--- config.mk ---
export PLATFORM = sky130hd
export DESIGN_NAME = vx_writeback_arbiter
export DESIGN_NICKNAME = d
export VERILOG_FILES = /design/src/rtl/vx_writeback_arbiter.sv
export SDC_FILE = /design/constraint.sdc
export NUM_CORES = 1
export LEC_CHECK = 0
export BUFFER_PORTS_ARGS = -buffer_cell sky130_fd_sc_hd__buf_2
export CORE_AREA = 2 2 299 301
export DETAILED_ROUTE_END_ITERATION = 10
export DIE_AREA = 0 0 301 303
export GPL_ROUTABILITY_DRIVEN = 0
export PLACE_DENSITY = 0.38
export RECOVER_POWER = 100
export SLEW_MARGIN = 30
export SYNTH_ARGS = -nofsm -noshare
export SYNTH_HDL_FRONTEND = slang
export SYNTH_SLANG_ARGS = --single-unit
export TNS_END_PERCENT = 100
--- constraint.sdc ---
create_clock -name clk -period 2.6 [get_ports clk]
set_clock_uncertainty 0.2 [all_clocks]
set_input_delay 0.52 -clock clk [delete_from_list [all_inputs] [get_ports clk]]
set_output_delay 0.52 -clock clk [all_outputs]
set_load 0.01 [all_outputs]
--- src/rtl/vx_writeback_arbiter.sv ---
`default_nettype none
// ============================================================================
// Module   : vx_writeback_arbiter
// Brief    : Round-robin merge of execute-unit commit requests into one
//            registered writeback slot feeding the GPR write port.
//            Optional perf counters enabled by defining WB_ARB_PERF_EN.
// Revision : 1.0 - initial release
// ============================================================================
module vx_writeback_arbiter #(
    parameter int NUM_SRCS    = 4,
    parameter int NUM_THREADS = 4,
    parameter int NW_BITS     = 2,
    parameter int NR_BITS     = 5,
    parameter int DATAW       = 32
) (
    input  logic                               clk,
    input  logic                               reset,
    input  logic [NUM_SRCS-1:0]                in_valid,
    input  logic [NUM_SRCS*NW_BITS-1:0]        in_wid,
    input  logic [NUM_SRCS*NR_BITS-1:0]        in_rd,
    input  logic [NUM_SRCS*NUM_THREADS-1:0]    in_tmask,
    input  logic [NUM_SRCS*NUM_THREADS*DATAW-1:0] in_data,
    output logic [NUM_SRCS-1:0]                in_ready,
    output logic                               out_valid,
    output logic [NW_BITS-1:0]                 out_wid,
    output logic [NR_BITS-1:0]                 out_rd,
    output logic [NUM_THREADS-1:0]             out_tmask,
    output logic [NUM_THREADS*DATAW-1:0]       out_data,
    input  logic                               out_ready,
    output logic [31:0]                        perf_stalls,
    output logic [31:0]                        perf_writes
);

    localparam int c_PTR_W  = (NUM_SRCS > 1) ? $clog2(NUM_SRCS) : 1;
    localparam int c_DATA_W = NUM_THREADS * DATAW;
    localparam logic [c_PTR_W-1:0] c_LAST_SRC = c_PTR_W'(NUM_SRCS - 1);
    localparam logic [c_PTR_W-1:0] c_PTR_ONE  = c_PTR_W'(1);

    logic [c_PTR_W-1:0]     r_ptr;
    logic                   r_out_valid;
    logic [NW_BITS-1:0]     r_out_wid;
    logic [NR_BITS-1:0]     r_out_rd;
    logic [NUM_THREADS-1:0] r_out_tmask;
    logic [c_DATA_W-1:0]    r_out_data;

    logic                   w_load_en;
    logic                   w_any_valid;
    logic                   w_grant_hit;
    logic [c_PTR_W-1:0]     w_grant_idx;
    logic [c_PTR_W-1:0]     w_scan;
    logic [c_PTR_W-1:0]     w_ptr_next;
    logic [NW_BITS-1:0]     w_sel_wid;
    logic [NR_BITS-1:0]     w_sel_rd;
    logic [NUM_THREADS-1:0] w_sel_tmask;
    logic [c_DATA_W-1:0]    w_sel_data;

    assign w_load_en   = !r_out_valid || out_ready;
    assign w_any_valid = |in_valid;
    assign w_ptr_next  = (w_grant_idx == c_LAST_SRC) ? '0 : (w_grant_idx + c_PTR_ONE);

    // Cyclic scan starting at the pointer; first valid source wins.
    always_comb begin
        w_grant_hit = 1'b0;
        w_grant_idx = '0;
        w_scan      = r_ptr;
        for (int k = 0; k < NUM_SRCS; k++) begin
            for (int j = 0; j < NUM_SRCS; j++) begin
                if (!w_grant_hit && (w_scan == c_PTR_W'(j)) && in_valid[j]) begin
                    w_grant_hit = 1'b1;
                    w_grant_idx = c_PTR_W'(j);
                end
            end
            w_scan = (w_scan == c_LAST_SRC) ? '0 : (w_scan + c_PTR_ONE);
        end
    end

    always_comb begin
        w_sel_wid   = '0;
        w_sel_rd    = '0;
        w_sel_tmask = '0;
        w_sel_data  = '0;
        for (int j = 0; j < NUM_SRCS; j++) begin
            if (w_grant_idx == c_PTR_W'(j)) begin
                w_sel_wid   = in_wid[j*NW_BITS +: NW_BITS];
                w_sel_rd    = in_rd[j*NR_BITS +: NR_BITS];
                w_sel_tmask = in_tmask[j*NUM_THREADS +: NUM_THREADS];
                w_sel_data  = in_data[j*c_DATA_W +: c_DATA_W];
            end
        end
    end

    // Ready depends only on valids, pointer and slot state, never on payload.
    always_comb begin
        in_ready = '0;
        if (!reset && w_load_en && w_grant_hit) begin
            for (int j = 0; j < NUM_SRCS; j++) begin
                in_ready[j] = (w_grant_idx == c_PTR_W'(j));
            end
        end
    end

    always_ff @(posedge clk) begin
        if (reset) begin
            r_ptr       <= '0;
            r_out_valid <= 1'b0;
            r_out_wid   <= '0;
            r_out_rd    <= '0;
            r_out_tmask <= '0;
            r_out_data  <= '0;
        end else if (w_load_en) begin
            if (w_any_valid) begin
                r_out_valid <= 1'b1;
                r_out_wid   <= w_sel_wid;
                r_out_rd    <= w_sel_rd;
                r_out_tmask <= w_sel_tmask;
                r_out_data  <= w_sel_data;
                r_ptr       <= w_ptr_next;
            end else begin
                r_out_valid <= 1'b0;
            end
        end
    end

    assign out_valid = r_out_valid;
    assign out_wid   = r_out_wid;
    assign out_rd    = r_out_rd;
    assign out_tmask = r_out_tmask;
    assign out_data  = r_out_data;

`ifdef WB_ARB_PERF_EN
    logic [31:0] r_perf_stalls;
    logic [31:0] r_perf_writes;

    always_ff @(posedge clk) begin
        if (reset) begin
            r_perf_stalls <= '0;
            r_perf_writes <= '0;
        end else begin
            if (w_any_valid && !w_load_en) begin
                r_perf_stalls <= r_perf_stalls + 32'd1;
            end
            if (r_out_valid && out_ready) begin
                r_perf_writes <= r_perf_writes + 32'd1;
            end
        end
    end

    assign perf_stalls = r_perf_stalls;
    assign perf_writes = r_perf_writes;
`else
    assign perf_stalls = '0;
    assign perf_writes = '0;
`endif

endmodule
`default_nettype wire

==> results.json, run 1 <==
{
  "syn_area_um2": 9930,
  "overflow": 0,
  "final_core_util_pct": 19.5,
  "synth-edff-count": 0,
  "cts_buffers": 17,
  "path_class": "flop to flop",
  "hold_viol_final": 0,
  "cp-start-kind": "flop",
  "viasPerCell": 3.93,
  "portBuffers": 706,
  "cts_tree": "yes",
  "syn_to_final_growth_pct": 72.5,
  "track_usage_pct": 12.6,
  "avgSynthCellArea_um2": 8.16,
  "max_freq_mhz": 347,
  "cts_max_path_buffers": 2,
  "rsz0062_at_grt": "yes",
  "r2r-end": "out_data[43]",
  "rrSetupSlack_ps": -280,
  "period_share_pct": 111,
  "final_layout_size_suffix_gt1_share_pct": 49.6,
  "routed_wl_mm": 60.9,
  "status": "finished with violations",
  "regToRegStartpoint": "r_ptr[1]",
  "wl_per_cell_um": 19.3,
  "grt_pass1_wl_mm": 84.4,
  "cp.arrival_ps": 3010,
  "crit_start": "r_ptr[1]",
  "critPathCapture": "out_data[43]",
  "detail_route.iter0.violations": 678,
  "synth_ff_type": "dfxtp_1",
  "path_max_fanout": 45,
  "hp-class": "input port to flop",
  "rows": 109,
  "yosys_warnings": 0,
  "violations": "setup timing",
  "clk_root_buffer_cell": "clkbuf_16",
  "setup_viol": 140,
  "grt_pass1_vias": 12616,
  "most-common-layout-cells": "564 x buf_2, 142 x nor2_1, 142 x inv_1, 142 x a21oi_1",
  "remaining_drc_errors": 0,
  "start_util_pct": 11.3,
  "ant_nets": 0,
  "vias": 12424,
  "worstSkewPairLatency_ps": 470,
  "setup_ws_ps": -278,
  "dieArea_um2": 91200,
  "report.final.slew_viol_count": 0,
  "dp_slack_ps": -505,
  "netlist_instances": 1217,
  "worst_ep_required_time_ps": 2740,
  "nets": 2549,
  "cts_hold_repair.buffers": 0,
  "h-tree-depth": 4,
  "core_area_um2": 88000,
  "dp_cells": 3101,
  "fp.dieW_um": 301,
  "clock_sinks": 142,
  "grt_max_degree": 74,
  "final_common_cell": "buf_2",
  "synth_cell_type_count": 29,
  "antenna_found_initial": 5,
  "die_h_um": 303,
  "slew_headroom_pct": 64.5,
  "synthArstFlopShare_pct": 0,
  "hpwl_mm": 44.6,
  "yosysSeqAreaShare_pct": 28.6,
  "ioPinCount": 771,
  "synth_seq_cells": 142,
  "drv_cap": 0,
  "drtPass1Iterations": 7,
  "tightest_slew_ps": 533,
  "clkTransAtPathRegs_ps": 80,
  "reg2reg_depth": 12,
  "finalCriticalPeriod_ps": 2880,
  "layout.cells.non_filler": 3162,
  "endpoint_kind": "flop",
  "p_per_area_nw_per_um2": 634,
  "vdd_drop_max_v": 0.000437,
  "fin_hold_ws_ps": 119,
  "p_leak_nw": 7.76
}
==> worst min-delay path by stage <==
stage,startpoint,to,cells past startpoint
6_report,in_data[471],out_data[87],3
5_1_grt,in_data[441],out_data[57],3
4_1_cts,in_data[450],out_data[66],3
3_5_place_dp,out_data[33],out_data[33],2
3_3_place_gp,out_data[17],out_data[17],2
2_1_floorplan,r_ptr[0],r_ptr[0],2
==> routing by layer <==
layer	vias to the layer above	GRT usage [%]	part of all wire, %
met5	-	0	0.038
met4	4	3.73	2.2
met3	68	2.80	6.5
met2	519	21.4	47
met1	5866	15.9	44
li1	5967	-	-
==> critical path: stages (launching register included) <==
cell and delay (ps):
dfxtp_4 360, nand2b_1 150, a21oi_2 160, nor3_2 70
buf_4 150, ha_4 170, buf_8 120, buf_4 160
buf_12 160, buf_4 240, a221o_1 370, a221oi_2 230
nor3_1 70
==> through the flow <==
stage | total power [mW] | setup TNS [ps] | instance area (um^2)
4_1_cts | 11.1 | -29370 | 17200
6_report | 10.8 | -20610 | 17100
5_1_grt | 11.6 | -35410 | 17100
3_3_place_gp | 7.61 | -40400 | 15600
2_1_floorplan | 5.40 | -20.1 | 10200
3_5_place_dp | 7.58 | -40160 | 15600
==> layout make-up <==
class | count | area, um^2
multi-input combinational | 791 | 6240
clock buffer | 18 | 439
clock inverter | 14 | 124
timing repair buffer | 887 | 5470
fill | 10043 | 70800
sequential | 142 | 2850
inverter | 143 | 537
tap | 1165 | 1460
antenna | 2 | 5.00
==> power by group <==
group,switching (mW),internal (mW)
Clock,1.26,1.28
Combinational,2.94,2.64
Sequential,0.201,2.52
==> flip-flops by register name, summed over array words and instances, names as in the netlist <==
signal and count:
r_ptr 2, out_tmask 4, out_rd 5, out_valid 1
out_data 128, out_wid 2
==> synthesized netlist by cell type, types with 2 or more instances <==
| master | number | area [um^2] |
|---|---|---|
| a221oi_1 | 79 | 692 |
| dfxtp_1 | 142 | 2840 |
| nor3_1 | 80 | 400 |
| buf_6 | 5 | 56.3 |
| buf_2 | 38 | 190 |
| nor3b_1 | 4 | 30.0 |
| nor2_1 | 142 | 533 |
| a221o_1 | 138 | 1380 |
| nor3_2 | 60 | 601 |
| a21oi_1 | 145 | 726 |
| buf_1 | 2 | 7.51 |
| ha_1 | 4 | 50.1 |
| inv_1 | 143 | 537 |
| buf_8 | 2 | 30.0 |
| buf_4 | 66 | 495 |
| clkbuf_1 | 91 | 342 |
| nand2_1 | 5 | 18.8 |
| a221oi_2 | 60 | 901 |
==> cells by family after synthesis <==
| logic type | count (synthesis) | share of synthesized area [%] |
|---|---|---|
| muxes | 1 | 0.101 |
| and+or+nand+nor | 294 | 16.3 |
| buffers and inverters | 347 | 16.7 |
| other | 1 | 0.0378 |
| AOI/OAI and AO/OA | 428 | 37.7 |
| DFF | 142 | 28.6 |
| adders and majority gates | 4 | 0.504 |
==> repair_timing <==
item / 4_1_cts / 5_1_grt
buffers inserted: 18 / 4
cloned: 10 / 1
pin swaps: 52 / 64
endpoints found under the setup margin: 126 / 143
gates resized for setup: 112 / 25
No activity file was read; power rests on OpenSTA's default activity.
==> run 2, diff against run 1 <==
Settings changed: ABC_AREA set to 1, CORE_AREA 2 2 299 301 to 2 2 300 302, DIE_AREA 0 0 301 303 to 0 0 302 304, PLACE_DENSITY 0.38 to 0.37.
==> results.json, run 2 <==
{
  "syn_to_final_growth_pct": 78.9,
  "drtPass1Iterations": 5,
  "nFillCells": 10231,
  "routed_wl_mm": 59.2,
  "max_freq_mhz": 306,
  "finalCriticalPeriod_ps": 3260,
  "wl_met1_mm": 23.4,
  "cts_buffers": 17,
  "most-common-layout-cells": "562 x buf_2, 279 x a21oi_1, 143 x o21ai_0",
  "synth.top_cell.area_share_pct": 32.0,
  "hold_viol_final": 0,
  "yosysMostFrequentCell": "a21oi_1",
  "dieArea_um2": 91800,
  "clkTransAtPathRegs_ps": 70,
  "detail_route.iter0.violations": 833,
  "cts_max_path_buffers": 2,
  "swShare_pct": 45.7,
  "tightest_slew_ps": 520,
  "path_cells": "buf_6 > nand3_4 > nand2_2 > inv_2 > nand4_4 > nor2_4 > nand3_2 > nor3_2 > nor2_1 > nand2_1 > inv_1 > nand2_2 > buf_6 > ha_4 > buf_12 > inv_6 > nor2_4 > buf_6",
  "synth_commonest_cells": "281 x a21oi_1, 144 x o21ai_0, 142 x dfxtp_1",
  "synth_cell_type_count": 28,
  "synthArstFlopShare_pct": 0,
  "grt_max_degree": 79,
  "p_leak_nw": 6.65,
  "clock_sinks": 142,
  "netlist_instances": 1126,
  "design_area_um2": 15900,
  "largest_register_ffs": 128,
  "syn_area_um2": 8870,
  "drv_cap": 0,
  "report.final.slew_viol_count": 0,
  "p_per_area_nw_per_um2": 1550,
  "synth-edff-count": 0,
  "nets": 2449,
  "rsz0062_at_grt": "yes",
  "worst_ep_required_time_ps": 1880,
  "ioPinCount": 771,
  "remaining_drc_errors": 0,
  "grt_pass1_vias": 12311,
  "die_h_um": 304,
  "rows": 110,
  "synth_seq_cells": 142,
  "slowest_stage": "dfxtp_4",
  "portBuffers": 706,
  "setup_viol": 143,
  "h-tree-depth": 4,
  "setup_ws_ps": -663,
  "overflow": 0,
  "wl_met3_mm": 4.54,
  "avgSynthCellArea_um2": 7.88,
  "yosysSeqAreaShare_pct": 32.0,
  "final_layout_size_suffix_gt1_share_pct": 42.9,
  "cp_num_buf_inv": 7,
  "dp_cells": 3005,
  "path_max_fanout": 6,
  "track_usage_pct": 12.0,
  "clk_root_buffer_cell": "clkbuf_16",
  "antenna_found_initial": 7,
  "yosys_warnings": 0,
  "path_class": "flop to primary output",
  "endpoint_kind": "primary output",
  "status": "finished with violations",
  "ant_nets": 0,
  "cp_slowest_stage_delay_ps": 380,
  "core_area_um2": 89000,
  "fin_hold_ws_ps": 87.3,
  "power_frac_clock_pct": 10.7,
  "synth_top_area_cell": "dfxtp_1",
  "dr_wl_met2_mm": 29.7,
  "hpwl_mm": 42.7,
  "cp-start-kind": "flop",
  "cp.arrival_ps": 2540,
  "routed.top_layer": "met4",
  "worstSkewPairLatency_ps": 500,
  "layout.cells.non_filler": 3077,
  "fp.dieW_um": 302,
  "power.internal_mw": 13.4,
  "combPwrFrac_pct": 73.9,
  "slew_headroom_pct": 65.5,
  "ys_top_cells_by_area": "dfxtp_1 32%, a21oi_1 16%, a221o_1 16%",
  "synth_ff_type": "dfxtp_1",
  "cpLargestDelayFamily": "simple AND/OR/NAND/NOR gates",
  "p_seq_share_pct": 15.4,
  "hp-class": "input port to flop",
  "vdd_drop_max_v": 0.000674,
  "viasPerCell": 4.01,
  "wl_per_cell_um": 19.2,
  "vias": 12340,
  "final_common_cell": "buf_2",
  "period_share_pct": 126,
  "cts_tree": "yes",
  "grt_pass1_wl_mm": 80.8,
  "cp_common_cell": "buf_6",
  "p_switching_mw": 11.2,
  "start_util_pct": 9.96,
  "violations": "setup timing",
  "placed_area_um2": 14600
}
run 2: changes by cell type after synthesis, moves of 16 or more:
cell      delta
nor2_1     -128
nor3_2      -59
inv_1      -123
buf_2       -16
o211ai_1   +139
a21oi_1    +136
a221oi_2    -60
nor3_1      -78
o21ai_0    +143
a221oi_1    -79
run 2: timing repair:
item                       4_1_cts  5_1_grt
gates resized for setup         57       46
cloned                          10        5
setup endpoints to repair      143      143
hold buffers                     0        0
pin swaps                       45       53
setup buffers                   14        9
run 2: area by class of cell:
| type | instances | area (um^2) | area share [%] |
|---|---|---|---|
| clock buffers | 19 | 443 | 2.79 |
| inverters | 26 | 120 | 0.757 |
| multi-input cells | 819 | 5290 | 33.4 |
| clock inverters | 13 | 136 | 0.860 |
| flip-flops and latches | 142 | 2850 | 18.0 |
| well taps | 1176 | 1470 | 9.28 |
| repair buffers | 876 | 5530 | 34.9 |
| diodes | 6 | 15.0 | 0.0946 |
run 2: worst paths after layout:
kind                     from            to  slack, ps  cells after the start
setup / recovery     r_ptr[1]   in_ready[1]       -660                     18
hold / removal      in_rd[16]     out_rd[1]         90                      3
setup reg to reg     r_ptr[1]  out_data[51]       -660                     23
hold reg to reg   out_data[8]   out_data[8]        340                      2
run 2: through the flow:
stage,power (mW),utilization [%],TNS (ps),setup slack (ps)
2_1_floorplan,12.7,-,-17910,-200
3_5_place_dp,18.8,16.3,-70500,-620
6_report,24.6,17.8,-74500,-663
5_1_grt,26.2,17.8,-104370,-877
4_1_cts,24.1,17.7,-81730,-752
3_3_place_gp,19.0,16.3,-75120,-636
run 2: tightest hold or removal path: cells and delay by family:
kind | cells | cell delay, ps
buffers and inverters | 1 | 70
AOI/OAI and AO/OA | 2 | 150
run 2: logic make-up (layout without fill, tap and decap cells):
| kind of cell | after synthesis | after routing | synth area share [%] |
|---|---|---|---|
| compound gates | 706 | 706 | 51.6 |
| fa+ha+maj | 4 | 4 | 0.564 |
| buf+inv | 228 | 934 | 12.9 |
| flops | 142 | 142 | 32.0 |
| other cells | 1 | 70 | 0.0423 |
| simple gates | 45 | 45 | 2.82 |
run 2: power groups by stage:
stage	Clock [mW]	Combinational (mW)	Sequential, mW
after floorplan	0	8.48	4.20
after global placement	0	15.2	3.78
after detailed placement	0	15.0	3.76
final	2.63	18.2	3.79
after global routing	2.84	19.5	3.90
after CTS	2.78	17.6	3.75
run 2: metal layers:
layer / track usage, % / vias up
li1: - / 5798
met1: 13.6 / 5853
met2: 20.9 / 617
met3: 3.38 / 72
met4: 4.89 / 0
met5: 0 / -
==> run 3, diff against run 2 <==
Settings changed: CTS_CLUSTER_DIAMETER set to 30, RECOVER_POWER 100 to not set.
==> results.json, run 3 (synthesis gave the netlist of run 2 again) <==
{
  "cts_hold_repair.buffers": 0,
  "reg2reg_depth": 23,
  "register_area_um2": 2850,
  "cts_buffers": 17,
  "grt_max_degree": 79,
  "core_area_um2": 89000,
  "rows": 110,
  "min_path_cells": 3,
  "track_usage_pct": 12.0,
  "placed_area_um2": 14600,
  "min-delay-start": "in_rd[16]",
  "die_h_um": 304,
  "swShare_pct": 45.1,
  "cp-start-kind": "flop",
  "largest_register_ffs": 128,
  "worst_ep_required_time_ps": 2780,
  "nets": 2449,
  "rrSetupSlack_ps": -670,
  "multi_input_area_um2": 5290,
  "cts_max_path_buffers": 2,
  "power.internal_mw": 13.6,
  "most-common-layout-cells": "702 x buf_2, 279 x a21oi_1, 143 x o21ai_0",
  "regToRegStartpoint": "r_ptr[1]",
  "nFillCells": 10178,
  "vias": 12312,
  "clock_sinks": 142,
  "power_frac_clock_pct": 10.6,
  "clkTransAtPathRegs_ps": 70,
  "drv_cap": 0,
  "setup_ws_ps": -669,
  "fin_setup_tns_ps": -74530,
  "ant_nets": 0,
  "setup_viol": 143,
  "p_per_area_nw_per_um2": 1550,
  "combPwrFrac_pct": 74.3,
  "detail_route.iter0.violations": 776,
  "final_layout_size_suffix_gt1_share_pct": 50.3,
  "rsz0062_at_grt": "yes",
  "path_max_fanout": 7,
  "report.final.slew_viol_count": 0,
  "final_common_cell": "buf_2",
  "grt_pass1_wl_mm": 80.8,
  "dieArea_um2": 91800,
  "h-tree-depth": 4,
  "period_share_pct": 126,
  "viasPerCell": 4.00,
  "worstSkewPairLatency_ps": 500,
  "violations": "setup timing",
  "design_area_um2": 16000,
  "p_switching_mw": 11.2,
  "vdd_drop_max_v": 0.000693,
  "grt_pass1_vias": 12311,
  "remaining_drc_errors": 0,
  "status": "finished with violations",
  "hpwl_mm": 42.7,
  "ioPinCount": 771,
  "antenna_found_initial": 7,
  "fp.dieW_um": 302,
  "p_seq_share_pct": 15.1,
  "overflow": 0,
  "syn_to_final_growth_pct": 80.8,
  "cts_tree": "yes",
  "cp.arrival_ps": 3450,
  "endpoint_kind": "flop",
  "start_util_pct": 9.96,
  "worst_hold_path.endpoint": "out_rd[1]",
  "path_class": "flop to flop",
  "clk_root_buffer_cell": "clkbuf_16",
  "portBuffers": 706,
  "r2r-end": "out_wid[1]",
  "layout.cells.non_filler": 3076,
  "drtPass1Iterations": 5,
  "max_freq_mhz": 306,
  "finalCriticalPeriod_ps": 3270,
  "dp_slack_ps": -620,
  "wl_per_cell_um": 19.2,
  "routed_wl_mm": 59.0,
  "p_leak_nw": 7.17,
  "hold_viol_final": 0,
  "hp-class": "input port to flop",
  "dp_cells": 3005
}
[run 3: area by class of cell]
class,count,share of cell area (%)
antenna,5,0.0780
sequential,142,17.8
timing repair buffer,876,35.6
tap,1176,9.17
clock inverter,13,0.850
inverter,26,0.749
multi-input combinational,819,33.0
clock buffer,19,2.76
[run 3: critical path: stages (launching register included)]
cell and delay (ps):
dfxtp_4 380, buf_6 120, nand3_4 70, nand2_2 60
inv_2 70, nand4_4 120, nor2_4 140, nand3_2 90
nor3_2 150, nor2_1 70, nand2_1 60, inv_1 50
nand2_2 80, buf_6 100, ha_4 140, buf_6 110
nor2_4 40, buf_12 150, buf_16 160, buf_12 150
buf_16 120, a221o_1 300, o211ai_1 90, a21oi_1 80
[run 3: worst max-delay path by stage]
stage / slack (ps) / depth (start not counted) / start / end
after floorplan: -200 / 16 / in_valid[2] / in_ready[1]
after global placement: -640 / 19 / in_valid[3] / out_data[90]
after detailed placement: -620 / 17 / in_valid[3] / out_data[90]
after CTS: -750 / 18 / r_ptr[0] / in_ready[1]
after global routing: -880 / 15 / r_ptr[1] / in_ready[0]
final: -670 / 23 / r_ptr[1] / out_wid[1]
[run 3: routing by layer]
layer | vias up | track usage (%) | part of all wire, %
met2 | 618 | 20.9 | 51
met3 | 62 | 3.38 | 7.8
li1 | 5796 | - | -
met5 | - | 0 | 0
met4 | 0 | 4.89 | 2.4
met1 | 5836 | 13.6 | 39
[run 3: stage by stage]
step	power [mW]	utilization (%)	hold WS [ps]
after CTS	24.1	17.7	40.2
after global placement	19.0	16.3	320
after detailed placement	18.8	16.3	318
after floorplan	12.7	-	303
after global routing	26.4	18.0	67.1
final	24.8	18.0	94.3
[run 3: what timing repair did]
item,in CTS,in global routing
setup endpoints to repair,143,143
pin swaps,45,53
setup buffers,14,9
gates resized for setup,57,46
gates cloned,10,5
[run 3: power by group through the flow]
stage	Clock (mW)	Sequential, mW	Combinational (mW)
final	2.63	3.75	18.4
after global routing	2.84	3.87	19.7
after CTS	2.78	3.75	17.6
after detailed placement	0	3.76	15.0
after global placement	0	3.78	15.2
after floorplan	0	4.20	8.48
